[src/rtl/fsm_txrspmux_pkg.sv]
// Shared types and header-word layout for the TX response multiplexer.
// The header builder works on a wide word so callers can size fields by parameter.
package fsm_txrspmux_pkg;

    typedef enum logic [1:0] {
        ST_IDLE = 2'd0,
        ST_HDR  = 2'd1,
        ST_DATA = 2'd2
    } state_t;

    localparam int MODULE_SELECT_WIDTH_DEF = 5;
    localparam int RSP_MARK_BIT            = 0;
    localparam int ID_LSB                  = 1;
    localparam int CMD_LSB                 = MODULE_SELECT_WIDTH_DEF + 1;
    localparam int HDR_MAX_W               = 64;

    // id and cmd must arrive zero-extended to their field widths
    function automatic logic [HDR_MAX_W-1:0] build_header(
        input logic [HDR_MAX_W-1:0] id,
        input logic [HDR_MAX_W-1:0] cmd,
        input int                   cmd_lsb
    );
        return (HDR_MAX_W'(1'b1) << RSP_MARK_BIT) | (id << ID_LSB) | (cmd << cmd_lsb);
    endfunction

endpackage

[src/rtl/fsm_txrspmux_rr_arbiter.sv]
// Combinational round-robin pick: first pending index after rr_last, cyclically.
// The rr_last register is owned by the parent.
module fsm_txrspmux_rr_arbiter #(
    parameter int N     = 19,
    parameter int IDX_W = 5
) (
    input  logic [N-1:0]     pending,
    input  logic [IDX_W-1:0] rr_last,
    input  logic             en,
    output logic             gnt_valid,
    output logic [IDX_W-1:0] gnt_idx
);

    logic [IDX_W-1:0] cand_s;

    // scan from rr_last+1 around to rr_last, keep the first hit
    always_comb begin
        gnt_valid = 1'b0;
        gnt_idx   = '0;
        cand_s    = '0;
        for (int i = 1; i <= N; i++) begin
            cand_s = IDX_W'((int'(rr_last) + i) % N);
            if (en && !gnt_valid && pending[cand_s]) begin
                gnt_valid = 1'b1;
                gnt_idx   = cand_s;
            end else begin
                gnt_idx   = gnt_idx;
            end
        end
    end

endmodule

[src/rtl/fsm_txrspmux.sv]
// Captures per-module read-back responses and serialises them into the TX FIFO
// as header/data frames with round-robin arbitration and full-flag backpressure.
module fsm_txrspmux
    import fsm_txrspmux_pkg::*;
#(
    parameter int FIFO_DATA_WIDTH     = 32,
    parameter int CMD_OUTPUT_WIDTH    = 5,
    parameter int MODULE_SELECT_WIDTH = 5,
    parameter int MODULES_CNT         = 19,
    parameter int CNT_WIDTH           = 16
) (
    input  logic                                     clk,
    input  logic                                     rst,
    input  logic [MODULES_CNT-1:0]                   i_rsp_valid,
    input  logic [MODULES_CNT*FIFO_DATA_WIDTH-1:0]   i_rsp_data,
    input  logic [MODULES_CNT*CMD_OUTPUT_WIDTH-1:0]  i_rsp_cmd,
    output logic [MODULES_CNT-1:0]                   o_rsp_ack,
    output logic [FIFO_DATA_WIDTH-1:0]               o_tx_data,
    output logic                                     o_tx_wr_en,
    input  logic                                     i_tx_full,
    output logic                                     o_busy,
    output logic [CNT_WIDTH-1:0]                     o_frame_cnt
);

    localparam int IDX_W = (MODULES_CNT > 1) ? $clog2(MODULES_CNT) : 1;

    state_t                       state_r;
    logic [IDX_W-1:0]             gnt_r;
    logic [IDX_W-1:0]             rr_last_r;
    logic [MODULES_CNT-1:0]       pending_r;
    logic [MODULES_CNT-1:0]       ack_r;
    logic [FIFO_DATA_WIDTH-1:0]   data_r [MODULES_CNT];
    logic [CMD_OUTPUT_WIDTH-1:0]  cmd_r  [MODULES_CNT];
    logic [FIFO_DATA_WIDTH-1:0]   tx_data_r;
    logic                         busy_r;
    logic [CNT_WIDTH-1:0]         frame_cnt_r;

    logic                         wr_en_s;
    logic                         done_s;
    logic                         arb_en_s;
    logic [MODULES_CNT-1:0]       capture_s;
    logic [MODULES_CNT-1:0]       clear_s;
    logic [MODULES_CNT-1:0]       pending_nxt_s;
    logic [MODULES_CNT-1:0]       arb_pend_s;
    logic                         gnt_valid_s;
    logic [IDX_W-1:0]             gnt_idx_s;

    function automatic logic [FIFO_DATA_WIDTH-1:0] hdr_word(
        input logic [IDX_W-1:0]            idx,
        input logic [CMD_OUTPUT_WIDTH-1:0] cmd
    );
        logic [MODULE_SELECT_WIDTH-1:0] id;
        id = MODULE_SELECT_WIDTH'(idx) + MODULE_SELECT_WIDTH'(1'b1);
        return FIFO_DATA_WIDTH'(build_header(HDR_MAX_W'(id), HDR_MAX_W'(cmd),
                                             MODULE_SELECT_WIDTH + ID_LSB));
    endfunction

    // write strobe, frame completion and slot bookkeeping for the coming edge
    always_comb begin
        wr_en_s  = ((state_r == ST_HDR) || (state_r == ST_DATA)) && !i_tx_full;
        done_s   = (state_r == ST_DATA) && wr_en_s;
        arb_en_s = (state_r == ST_IDLE) || done_s;
        if (done_s) begin
            clear_s = MODULES_CNT'(1'b1) << gnt_r;
        end else begin
            clear_s = '0;
        end
        capture_s     = i_rsp_valid & ~pending_r;
        pending_nxt_s = (pending_r | capture_s) & ~clear_s;
        // the slot finishing now must not win the follow-on grant
        arb_pend_s    = pending_r & ~clear_s;
    end

    fsm_txrspmux_rr_arbiter #(
        .N     (MODULES_CNT),
        .IDX_W (IDX_W)
    ) u_rr_arbiter (
        .pending   (arb_pend_s),
        .rr_last   (rr_last_r),
        .en        (arb_en_s),
        .gnt_valid (gnt_valid_s),
        .gnt_idx   (gnt_idx_s)
    );

    // per-slot capture registers, pending flags and ack pulses
    always_ff @(posedge clk or negedge rst) begin
        if (!rst) begin
            pending_r <= '0;
            ack_r     <= '0;
            for (int k = 0; k < MODULES_CNT; k++) begin
                data_r[k] <= '0;
                cmd_r[k]  <= '0;
            end
        end else begin
            pending_r <= pending_nxt_s;
            ack_r     <= capture_s;
            for (int k = 0; k < MODULES_CNT; k++) begin
                if (capture_s[k]) begin
                    data_r[k] <= i_rsp_data[k*FIFO_DATA_WIDTH +: FIFO_DATA_WIDTH];
                    cmd_r[k]  <= i_rsp_cmd[k*CMD_OUTPUT_WIDTH +: CMD_OUTPUT_WIDTH];
                end
            end
        end
    end

    // frame sequencer: header then data per grant, holding while the FIFO is full
    always_ff @(posedge clk or negedge rst) begin
        if (!rst) begin
            state_r     <= ST_IDLE;
            gnt_r       <= '0;
            rr_last_r   <= IDX_W'(MODULES_CNT - 1);
            tx_data_r   <= '0;
            busy_r      <= 1'b0;
            frame_cnt_r <= '0;
        end else begin
            busy_r <= |pending_nxt_s;
            case (state_r)
                ST_IDLE: begin
                    if (gnt_valid_s) begin
                        state_r   <= ST_HDR;
                        gnt_r     <= gnt_idx_s;
                        rr_last_r <= gnt_idx_s;
                        tx_data_r <= hdr_word(gnt_idx_s, cmd_r[gnt_idx_s]);
                    end else begin
                        tx_data_r <= '0;
                    end
                end
                ST_HDR: begin
                    if (wr_en_s) begin
                        state_r   <= ST_DATA;
                        tx_data_r <= data_r[gnt_r];
                    end
                end
                ST_DATA: begin
                    if (wr_en_s) begin
                        frame_cnt_r <= frame_cnt_r + CNT_WIDTH'(1'b1);
                        if (gnt_valid_s) begin
                            state_r   <= ST_HDR;
                            gnt_r     <= gnt_idx_s;
                            rr_last_r <= gnt_idx_s;
                            tx_data_r <= hdr_word(gnt_idx_s, cmd_r[gnt_idx_s]);
                        end else begin
                            state_r   <= ST_IDLE;
                            tx_data_r <= '0;
                        end
                    end
                end
                default: begin
                    state_r   <= ST_IDLE;
                    tx_data_r <= '0;
                end
            endcase
        end
    end

    assign o_rsp_ack   = ack_r;
    assign o_tx_data   = tx_data_r;
    assign o_tx_wr_en  = wr_en_s;
    assign o_busy      = busy_r;
    assign o_frame_cnt = frame_cnt_r;

endmodule
[config.mk]
export PLATFORM = sky130hd
export DESIGN_NAME = fsm_txrspmux
export DESIGN_NICKNAME = d
export VERILOG_FILES = /design/src/rtl/fsm_txrspmux_pkg.sv /design/src/rtl/fsm_txrspmux_rr_arbiter.sv /design/src/rtl/fsm_txrspmux.sv
export SDC_FILE = /design/constraint.sdc
export NUM_CORES = 2
export LEC_CHECK = 0
export BUFFER_PORTS_ARGS = -buffer_cell sky130_fd_sc_hd__buf_2
export CAP_MARGIN = 20
export CELL_PAD_IN_SITES_DETAIL_PLACEMENT = 0
export CELL_PAD_IN_SITES_GLOBAL_PLACEMENT = 1
export CORE_MARGIN = 2
export CORE_UTILIZATION = 41
export CTS_CLUSTER_DIAMETER = 30
export DETAILED_ROUTE_END_ITERATION = 7
export GPL_TIMING_DRIVEN = 0
export PLACE_DENSITY = 0.82
export SYNTH_ARGS = -nofsm -noshare
export SYNTH_HDL_FRONTEND = slang
export SYNTH_SLANG_ARGS = --single-unit
[constraint.sdc]
create_clock -name clk -period 20.3 [get_ports clk]
set_input_delay 1.015 -clock clk [delete_from_list [all_inputs] [get_ports clk]]
set_output_delay 1.015 -clock clk [all_outputs]
set_load 0.005 [all_outputs]
# ---- Word level (Yosys, flattened, before mapping)
# Cells that the tools add are included.
dict set report totals {
  out_inout_bits 69
  latch_bits 0
  register_bits 802
  ram_bits 0
  rom_bits 0
  n_memories 0
  word_cells 287
  inputBits 725
}
dict set report classes {
  eq_ne 5
  n_mul 0
  muxes 98
  n_reduce_logical 67
  n_bitwise 9
  div 19
  shifts 1
  magnitude_cmp 21
  add_sub_neg 21
}
# op count
set op_table {}
lappend op_table {{32-bit by 6-bit remainder unit with 32-bit output (second input constant)} 19}
lappend op_table {{32-bit binary-select mux with 5-bit select} 1}
lappend op_table {{32-bit two-way mux} 4}
lappend op_table {{5-bit two-way mux} 25}
lappend op_table {{5-bit by 6-bit less-than comparator with 1-bit output (second input constant)} 19}
lappend op_table {{32-bit one-hot mux with 3 select lines} 1}
lappend op_table {{1-bit binary-select mux with 5-bit select} 19}
lappend op_table {{19-bit bitwise AND} 3}
lappend op_table {{5-bit by 4-bit adder with 6-bit output (second input constant)} 8}
lappend op_table {{1-bit logical AND} 39}
lappend op_table {{1-bit two-way mux} 39}
lappend op_table {{19-bit inverter} 2}
lappend op_table {{5-bit binary-select mux with 5-bit select} 1}
lappend op_table {{5-bit by 3-bit adder with 6-bit output (second input constant)} 4}
lappend op_table {{5-bit by 5-bit adder with 6-bit output (second input constant)} 4}
lappend op_table {{5-bit one-hot mux with 2 select lines} 2}
lappend op_table {{1-bit zero test} 19}
lappend op_table {{19-bit two-way mux} 1}
lappend op_table {{19-bit OR} 1}
lappend op_table {{19-bit OR reduction} 1}
lappend op_table {{1-bit by 5-bit << shifter with 19-bit output (first input constant)} 1}
lappend op_table {{16-bit by 1-bit adder with 16-bit output (second input constant)} 1}
lappend op_table {{5-bit by 2-bit adder with 6-bit output (second input constant)} 2}
lappend op_table {{6-bit greater-or-equal comparator (second input constant)} 2}
lappend op_table {{15 further kinds} 23}

# ---- Logic depth before layout (Yosys ltp)
dict set report logic_depth {
  depth_word 91
  depth_mapped 53
  mapped_depth_nobuf 29
}

# ---- By module
# A second synthesis with hierarchy kept.
dict set report hier_totals {
  hier_cells 4668
  area_unflattened_um2 51415.6
}
# mod cells_per_inst seq_area_each_um2 n_inst area_each_um2
set by_module_without_submodules {}
lappend by_module_without_submodules {fsm_txrspmux 2299 19996.7 1 35332.6}
lappend by_module_without_submodules {fsm_txrspmux_rr_arbiter 2369 0.0 1 16082.9}

# ---- Worst setup path after synthesis
# OpenSTA, ideal clock, no wires.
dict set report synth_timing {
  kind {register -> register}
  start {register rr_last_r[0]}
  end {register tx_data_r[2] (netlist: o_tx_data[2])}
  period_less_slack_ns 11.394
  setup_slack_ns 8.906
  t_arrival_ns 11.273
  required_time_ns 20.179
  n_path_buf 23
  path_stages_with_launch 50
  setup_ns 0.121
  cell_sequence {dfrtp_1 buf_4 buf_6 buf_4 buf_2 buf_4 buf_2 buf_2 buf_2 buf_2 buf_2 buf_2 buf_2 buf_2 buf_1 clkbuf_1 buf_1 clkbuf_1 [14 not listed] nand2_1 o21a_1 or4_1 nand4_1 and2_1 clkbuf_2 nand2_2 nor4b_4 nand3_2 or3_1 a2bb2oi_2 nand2_4 buf_12 buf_2 inv_1 ha_1 a22o_1 a22o_1}
}
dict set report synth_via {
  elab_chain_len 83
  word_cells_on_any_way 174
  classes_between {add/sub: 20; div: 19; mux: 79; bitwise: 1; reduce/logical: 55}
}
# element line_no
set synth_lines {}
lappend synth_lines {{from (decl)} fsm_txrspmux.sv:29} ;# logic [IDX_W-1:0] rr_last_r;
lappend synth_lines {{from (signal assigned)} fsm_txrspmux.sv:111} ;# rr_last_r <= IDX_W'(MODULES_CNT - 1);
lappend synth_lines {{from (signal assigned)} fsm_txrspmux.sv:122} ;# rr_last_r <= gnt_idx_s;
lappend synth_lines {{from (signal assigned)} fsm_txrspmux.sv:140} ;# rr_last_r <= gnt_idx_s;
lappend synth_lines {{5-bit by 1-bit adder with 6-bit output} fsm_txrspmux_rr_arbiter.sv:22} ;# cand_s = IDX_W'((int'(rr_last) + i) % N);
lappend synth_lines {{32-bit by 6-bit remainder unit with 32-bit output} fsm_txrspmux_rr_arbiter.sv:22}
lappend synth_lines {{1-bit binary-select mux with 5-bit select} fsm_txrspmux_rr_arbiter.sv:23} ;# if (en && !gnt_valid && pending[cand_s]) begin
lappend synth_lines {{1-bit two-way mux (not written as such)} fsm_txrspmux_rr_arbiter.sv:23}
lappend synth_lines {{1-bit logical AND} fsm_txrspmux_rr_arbiter.sv:23}
lappend synth_lines {{1-bit two-way mux} fsm_txrspmux_rr_arbiter.sv:23}
lappend synth_lines {{1-bit zero test} fsm_txrspmux_rr_arbiter.sv:23}
lappend synth_lines {{1-bit logical AND (2 in series)} fsm_txrspmux_rr_arbiter.sv:23}
lappend synth_lines {{[66 not listed]} -}
lappend synth_lines {{1-bit logical AND (2 in series)} fsm_txrspmux_rr_arbiter.sv:23}
lappend synth_lines {{5-bit two-way mux (*)} fsm_txrspmux_rr_arbiter.sv:23}
lappend synth_lines {{named net gnt_idx_s[0]} fsm_txrspmux.sv:46} ;# logic [IDX_W-1:0] gnt_idx_s;
lappend synth_lines {{5-bit by 1-bit adder with 5-bit output (*)} fsm_txrspmux.sv:53} ;# id = MODULE_SELECT_WIDTH'(idx) + MODULE_SELECT_WIDTH'(1'b1);
lappend synth_lines {{6-bit by 11-bit OR with 11-bit output (*)} fsm_txrspmux_pkg.sv:23} ;# return (HDR_MAX_W'(1'b1) << RSP_MARK_BIT) | (id << ID_LSB) | (cmd << cmd_lsb);
lappend synth_lines {{11-bit two-way mux (*)} {fsm_txrspmux.sv:119, fsm_txrspmux.sv:137}}
lappend synth_lines {{32-bit two-way mux} fsm_txrspmux.sv:135} ;# if (wr_en_s) begin
lappend synth_lines {{32-bit one-hot mux with 3 select lines (*)} fsm_txrspmux.sv:117} ;# case (state_r)
lappend synth_lines {{to (signal assigned)} fsm_txrspmux.sv:123} ;# tx_data_r <= hdr_word(gnt_idx_s, cmd_r[gnt_idx_s]);
lappend synth_lines {{to (signal assigned)} fsm_txrspmux.sv:131} ;# tx_data_r <= data_r[gnt_r];
lappend synth_lines {{to (signal assigned)} fsm_txrspmux.sv:141} ;# tx_data_r <= hdr_word(gnt_idx_s, cmd_r[gnt_idx_s]);
lappend synth_lines {{to (decl)} fsm_txrspmux.sv:34} ;# logic [FIFO_DATA_WIDTH-1:0] tx_data_r;
# The timed path passes the listed nets; every way through them passes the cells marked *. The select of a mux whose other input is x is not followed.
# A chain may end at the register's enable or synchronous reset.

# ---- Final worst setup path
dict set report layout_timing {
  start {register rr_last_r[0]}
  end {register tx_data_r[9] (netlist: o_tx_data[9])}
}
dict set report layout_via {
  elab_chain_len 86
  word_cells_on_any_way 177
  classes_between {add/sub: 19; div: 19; mux: 82; bitwise: 2; reduce/logical: 55}
}
# element line_no
set layout_lines {}
lappend layout_lines {{5-bit by 1-bit adder with 6-bit output} fsm_txrspmux_rr_arbiter.sv:22}
lappend layout_lines {{32-bit by 6-bit remainder unit with 32-bit output} fsm_txrspmux_rr_arbiter.sv:22}
lappend layout_lines {{1-bit binary-select mux with 5-bit select} fsm_txrspmux_rr_arbiter.sv:23}
lappend layout_lines {{1-bit two-way mux (not written as such)} fsm_txrspmux_rr_arbiter.sv:23}
lappend layout_lines {{1-bit logical AND} fsm_txrspmux_rr_arbiter.sv:23}
lappend layout_lines {{1-bit two-way mux} fsm_txrspmux_rr_arbiter.sv:23}
lappend layout_lines {{1-bit zero test} fsm_txrspmux_rr_arbiter.sv:23}
lappend layout_lines {{1-bit logical AND (2 in series)} fsm_txrspmux_rr_arbiter.sv:23}
lappend layout_lines {{[68 not listed]} -}
lappend layout_lines {{5-bit two-way mux} fsm_txrspmux_rr_arbiter.sv:23}
lappend layout_lines {{5-bit inverter with 6-bit output (not written as such)} {fsm_txrspmux.sv:123, fsm_txrspmux.sv:141}}
lappend layout_lines {{5-bit binary-select mux with 5-bit select} {fsm_txrspmux.sv:123, fsm_txrspmux.sv:141}}
lappend layout_lines {{5-bit two-way mux (not written as such) (2 in series)} {fsm_txrspmux.sv:123, fsm_txrspmux.sv:141}}
lappend layout_lines {{6-bit by 11-bit OR with 11-bit output} fsm_txrspmux_pkg.sv:23}
lappend layout_lines {{11-bit two-way mux (*)} {fsm_txrspmux.sv:119, fsm_txrspmux.sv:137}}
lappend layout_lines {{32-bit two-way mux} fsm_txrspmux.sv:135}
lappend layout_lines {{32-bit one-hot mux with 3 select lines (*)} fsm_txrspmux.sv:117}
# Mark *: on every way between the ends. The rest lies on a longest branch, timed or not. The select of a mux whose other input is x is not followed.

==> results by group <==
Synthesis
  – Fraction of registers with async set/reset: 1.00
  – Post-Syn Area: 0.0531 mm2
  – Synth Warn #: 0
  – Yosys top cell area share: 0.376
  – Synth cell types: 137
  – Post-synth EDFFs: 0
  – Top FF cell, synth: dfrtp_1
  – Seq/Total Area, Yosys: 0.377
  – Top cells by area, synth: dfrtp_1 (38%), mux2_2 (15%), mux4_2 (8.1%), mux2i_1 (4.2%), nor2_1 (1.9%)
  – Syn avg cell area: ~11 um2
  – Syn Nets: between 5000 and 6000
  – Cell taking the most area after synthesis: dfrtp_1
  – Mapped Cells: 4885
  – Synth Register Bits: around 800

Detailed routing
  – DRC viols: 1
  – DR vias/cell: between 6 and 7
  – DRT Pass-1 Iters: 8
  – Via Count: approximately 53000
  – Post-DRT Antenna Nets: 0
  – Avg WL per Cell: 39.5 um
  – Total Wirelength: between 300000 and 400000 um
  – Initial drt markers: 7408

Setup path
  – WS Path Type: flip-flop to flip-flop
  – CP peak stage delay: 800 ps
  – Worst EP required: 20950 ps
  – Setup crit start kind: flip-flop
  – Crit-path most repeated cell: buf_2
  – Critical path endpoint category: flip-flop
  – Worst-path maximum fanout: 14
  – Worst path slowest cell: a221oi_4
  – WP data arrival: roughly 21000 ps

Clocking
  – CTS sink count: approximately 800
  – Num CTS Buffers: approximately 180
  – Maximum clock path buffer count: 3
  – Clk root buf: clkbuf_16
  – CTS tree: built
  – CTS H-tree depth: 4
  – Clock Pin Slew Worst Setup and Hold Paths: around 50 ps
  – Skew-Pair Late Insertion Delay: roughly 830 ps
  – Number of setup buffers added after CTS: 0
  – Post-CTS Hold Buffers: 0

Die
  – Starting Density: 0.415
  – Die W: ~360 um
  – Core area: approximately 0.13 mm2
  – Die area: between 0.1 and 0.15 mm2
  – Rows: roughly 130
  – I/O pin cnt: 794
  – DIE HEIGHT: about 360 um

Timing
  – Worst slew pin tran: ~1400 ps
  – Final Max Tran Viols: 0
  – Fin crit share: 1.02
  – Setup ws final: -478 ps
  – Fin crit period: roughly 21000 ps
  – Worst Skew: 88.2 ps
  – Setup violators final: 8
  – Fin. Hold Viols: 0
  – Slew headroom: 0.0818
  – Fmax: 48.1 MHz
  – RSZ-0062 raised after global routing: no

Placement
  – Placed instance area: 0.0602 mm2
  – RePlAce Congestion: between 1 and 1.5
  – Port bufs: between 700 and 800
  – DP HPWL: around 250000 um

Status
  – Status: complete, but fails checks
  – Violated checks: DRC, setup timing

Layout
  – Nets: around 6700
  – P&R area growth vs syn: 27.2%
  – Fin area: slightly below 0.07 mm2
  – Fillers: about 11000
  – Share of layout cells above drive strength 1: 0.392

Hold path
  – Hold crit path type: input pin to async pin

GRT
  – First-pass GRT wire length: roughly 410000 um
  – Gr busiest metal: met2
  – Met2 Resource Use GR: 0.640
  – Initial antenna violation count: between 100 and 150
  – Total gr overflow: 0
  – Met1 Use GR: 0.539
  – Largest net degree at the start of global routing: 126
  – Number of global-route vias before repair: 51061
  – Grt met3 use: 0.205
  – GRT Overall Usage: 0.457

Run
  – Max_cap viols: 0
## worst max-delay path: cells and delay by family, from the launching register on
| family | cells | cell delay (ps) |
|---|---|---|
| buf+inv | 30 | 11770 |
| simple gates | 8 | 2720 |
| compound gates | 9 | 3130 |
| fa+ha+maj | 3 | 1170 |
| xor+xnor | 1 | 560 |
| flops | 1 | 680 |
| mux | 1 | 340 |
## final timing paths
path / start / cells past startpoint / slack (ps) / to
max reg2reg: rr_last_r[0] / 52 / -480 / o_tx_data[9]
min in group clk: i_rsp_data[44] / 2 / 400 / data_r[556]
max in group asynchronous: rst / 4 / 18040 / cmd_r[19]
min reg2reg: o_frame_cnt[15] / 1 / 470 / o_frame_cnt[15]
max: rr_last_r[0] / 52 / -480 / o_tx_data[9]
min: rst / 1 / 60 / data_r[172]
## cell families after synthesis
group / after synthesis / share of synthesized area
flip-flops: 799 / 0.377
multiplexers: 1144 / 0.279
XOR/XNOR: 104 / 0.0190
AO/OA/AOI/OAI: 1184 / 0.162
adder cells (fa/ha/maj): 72 / 0.0169
AND/OR/NAND/NOR: 1115 / 0.107
buffers and inverters: 467 / 0.0398
## routing by layer
metal / part of all wire / vias to the layer above / routed length, um
met5: 0.0013 / - / 414
met3: 0.14 / 1226 / 44100
met2: 0.41 / 4276 / 129000
met4: 0.094 / 64 / 29500
met1: 0.35 / 26762 / 110000
li1: - / 20978 / -
## cell usage in the layout, fill, tap and decap left out, drive strengths merged, types with 35 or more instances in the layout
cell,netlist,routed
nand2,271,271
a221oi,43,43
clkbuf,186,415
nand2b,45,45
mux2,728,728
ha,71,71
mux4,192,192
xnor2,84,84
a31oi,51,51
a211oi,61,61
a21oi,213,213
diode,0,116
nand3,101,101
o21ai,226,226
nor3,99,99
o21a,39,39
nor4,35,35
mux2i,224,224
clkinv,5,66
nor2b,58,58
bufinv,0,35
dfrtp,797,797
buf,185,1046
o211ai,59,59
o22ai,36,36
inv,90,93
a22o,38,38
nor2,276,276
## synth_stat cells (all sizes together), types with 33 or more instances
| library cell | number |
|---|---|
| o21a | 39 |
| xnor2 | 84 |
| ha | 71 |
| a221oi | 43 |
| nand2b | 45 |
| clkbuf | 186 |
| nor2b | 58 |
| a31oi | 51 |
| nand2 | 271 |
| inv | 90 |
| a21oi | 213 |
| o21ai | 226 |
| o22ai | 36 |
| mux2 | 728 |
| and2 | 33 |
| mux4 | 192 |
| dfrtp | 797 |
| o211ai | 59 |
| nor2 | 276 |
| nor4 | 35 |
| mux2i | 224 |
| buf | 185 |
| nand3 | 101 |
| a22o | 38 |
| a211oi | 61 |
| nor3 | 99 |
## registers in the layout, summed over array words and instances (netlist names)
signal       flops
data_r         608
pending_r       19
rr_last_r        5
o_tx_data       32
cmd_r           95
o_rsp_ack       19
o_busy           1
state_r          2
gnt_r            2
o_frame_cnt     16
## repair_timing
item                                    4_1_cts  5_1_grt
endpoints found under the setup margin        0       12
gates resized for setup                       0        4
hold endpoints to repair                      0        0
## layout make-up
type / instances / area [um2] / share of cell area
clock inverters: 116 / 1920 / 0.0284
plain buffers: 372 / 1760 / 0.0261
diodes: 116 / 290 / 0.00430
inverters: 95 / 357 / 0.00528
flip-flops and latches: 799 / 20000 / 0.296
repair buffers: 866 / 5020 / 0.0743
clock buffers: 224 / 4970 / 0.0736
well taps: 1729 / 2160 / 0.0320
multi-input cells: 3619 / 31000 / 0.460
## through the flow
stage	utilization	std cells	TNS, ps	setup WS (ps)	hold slack (ps)
floorplan	-	4885	0	8910	468
global placement	0.462	7406	-14250	-1410	454
detailed placement	0.470	7465	0	348	457
CTS	0.524	7805	0	293	34.8
global route	0.527	7899	0	82.6	63.1
finish	0.527	7936	-2400	-478	60.9
Power is not shown: default switching activity piles up to over one toggle a cycle in this logic, so the estimate is an artifact.
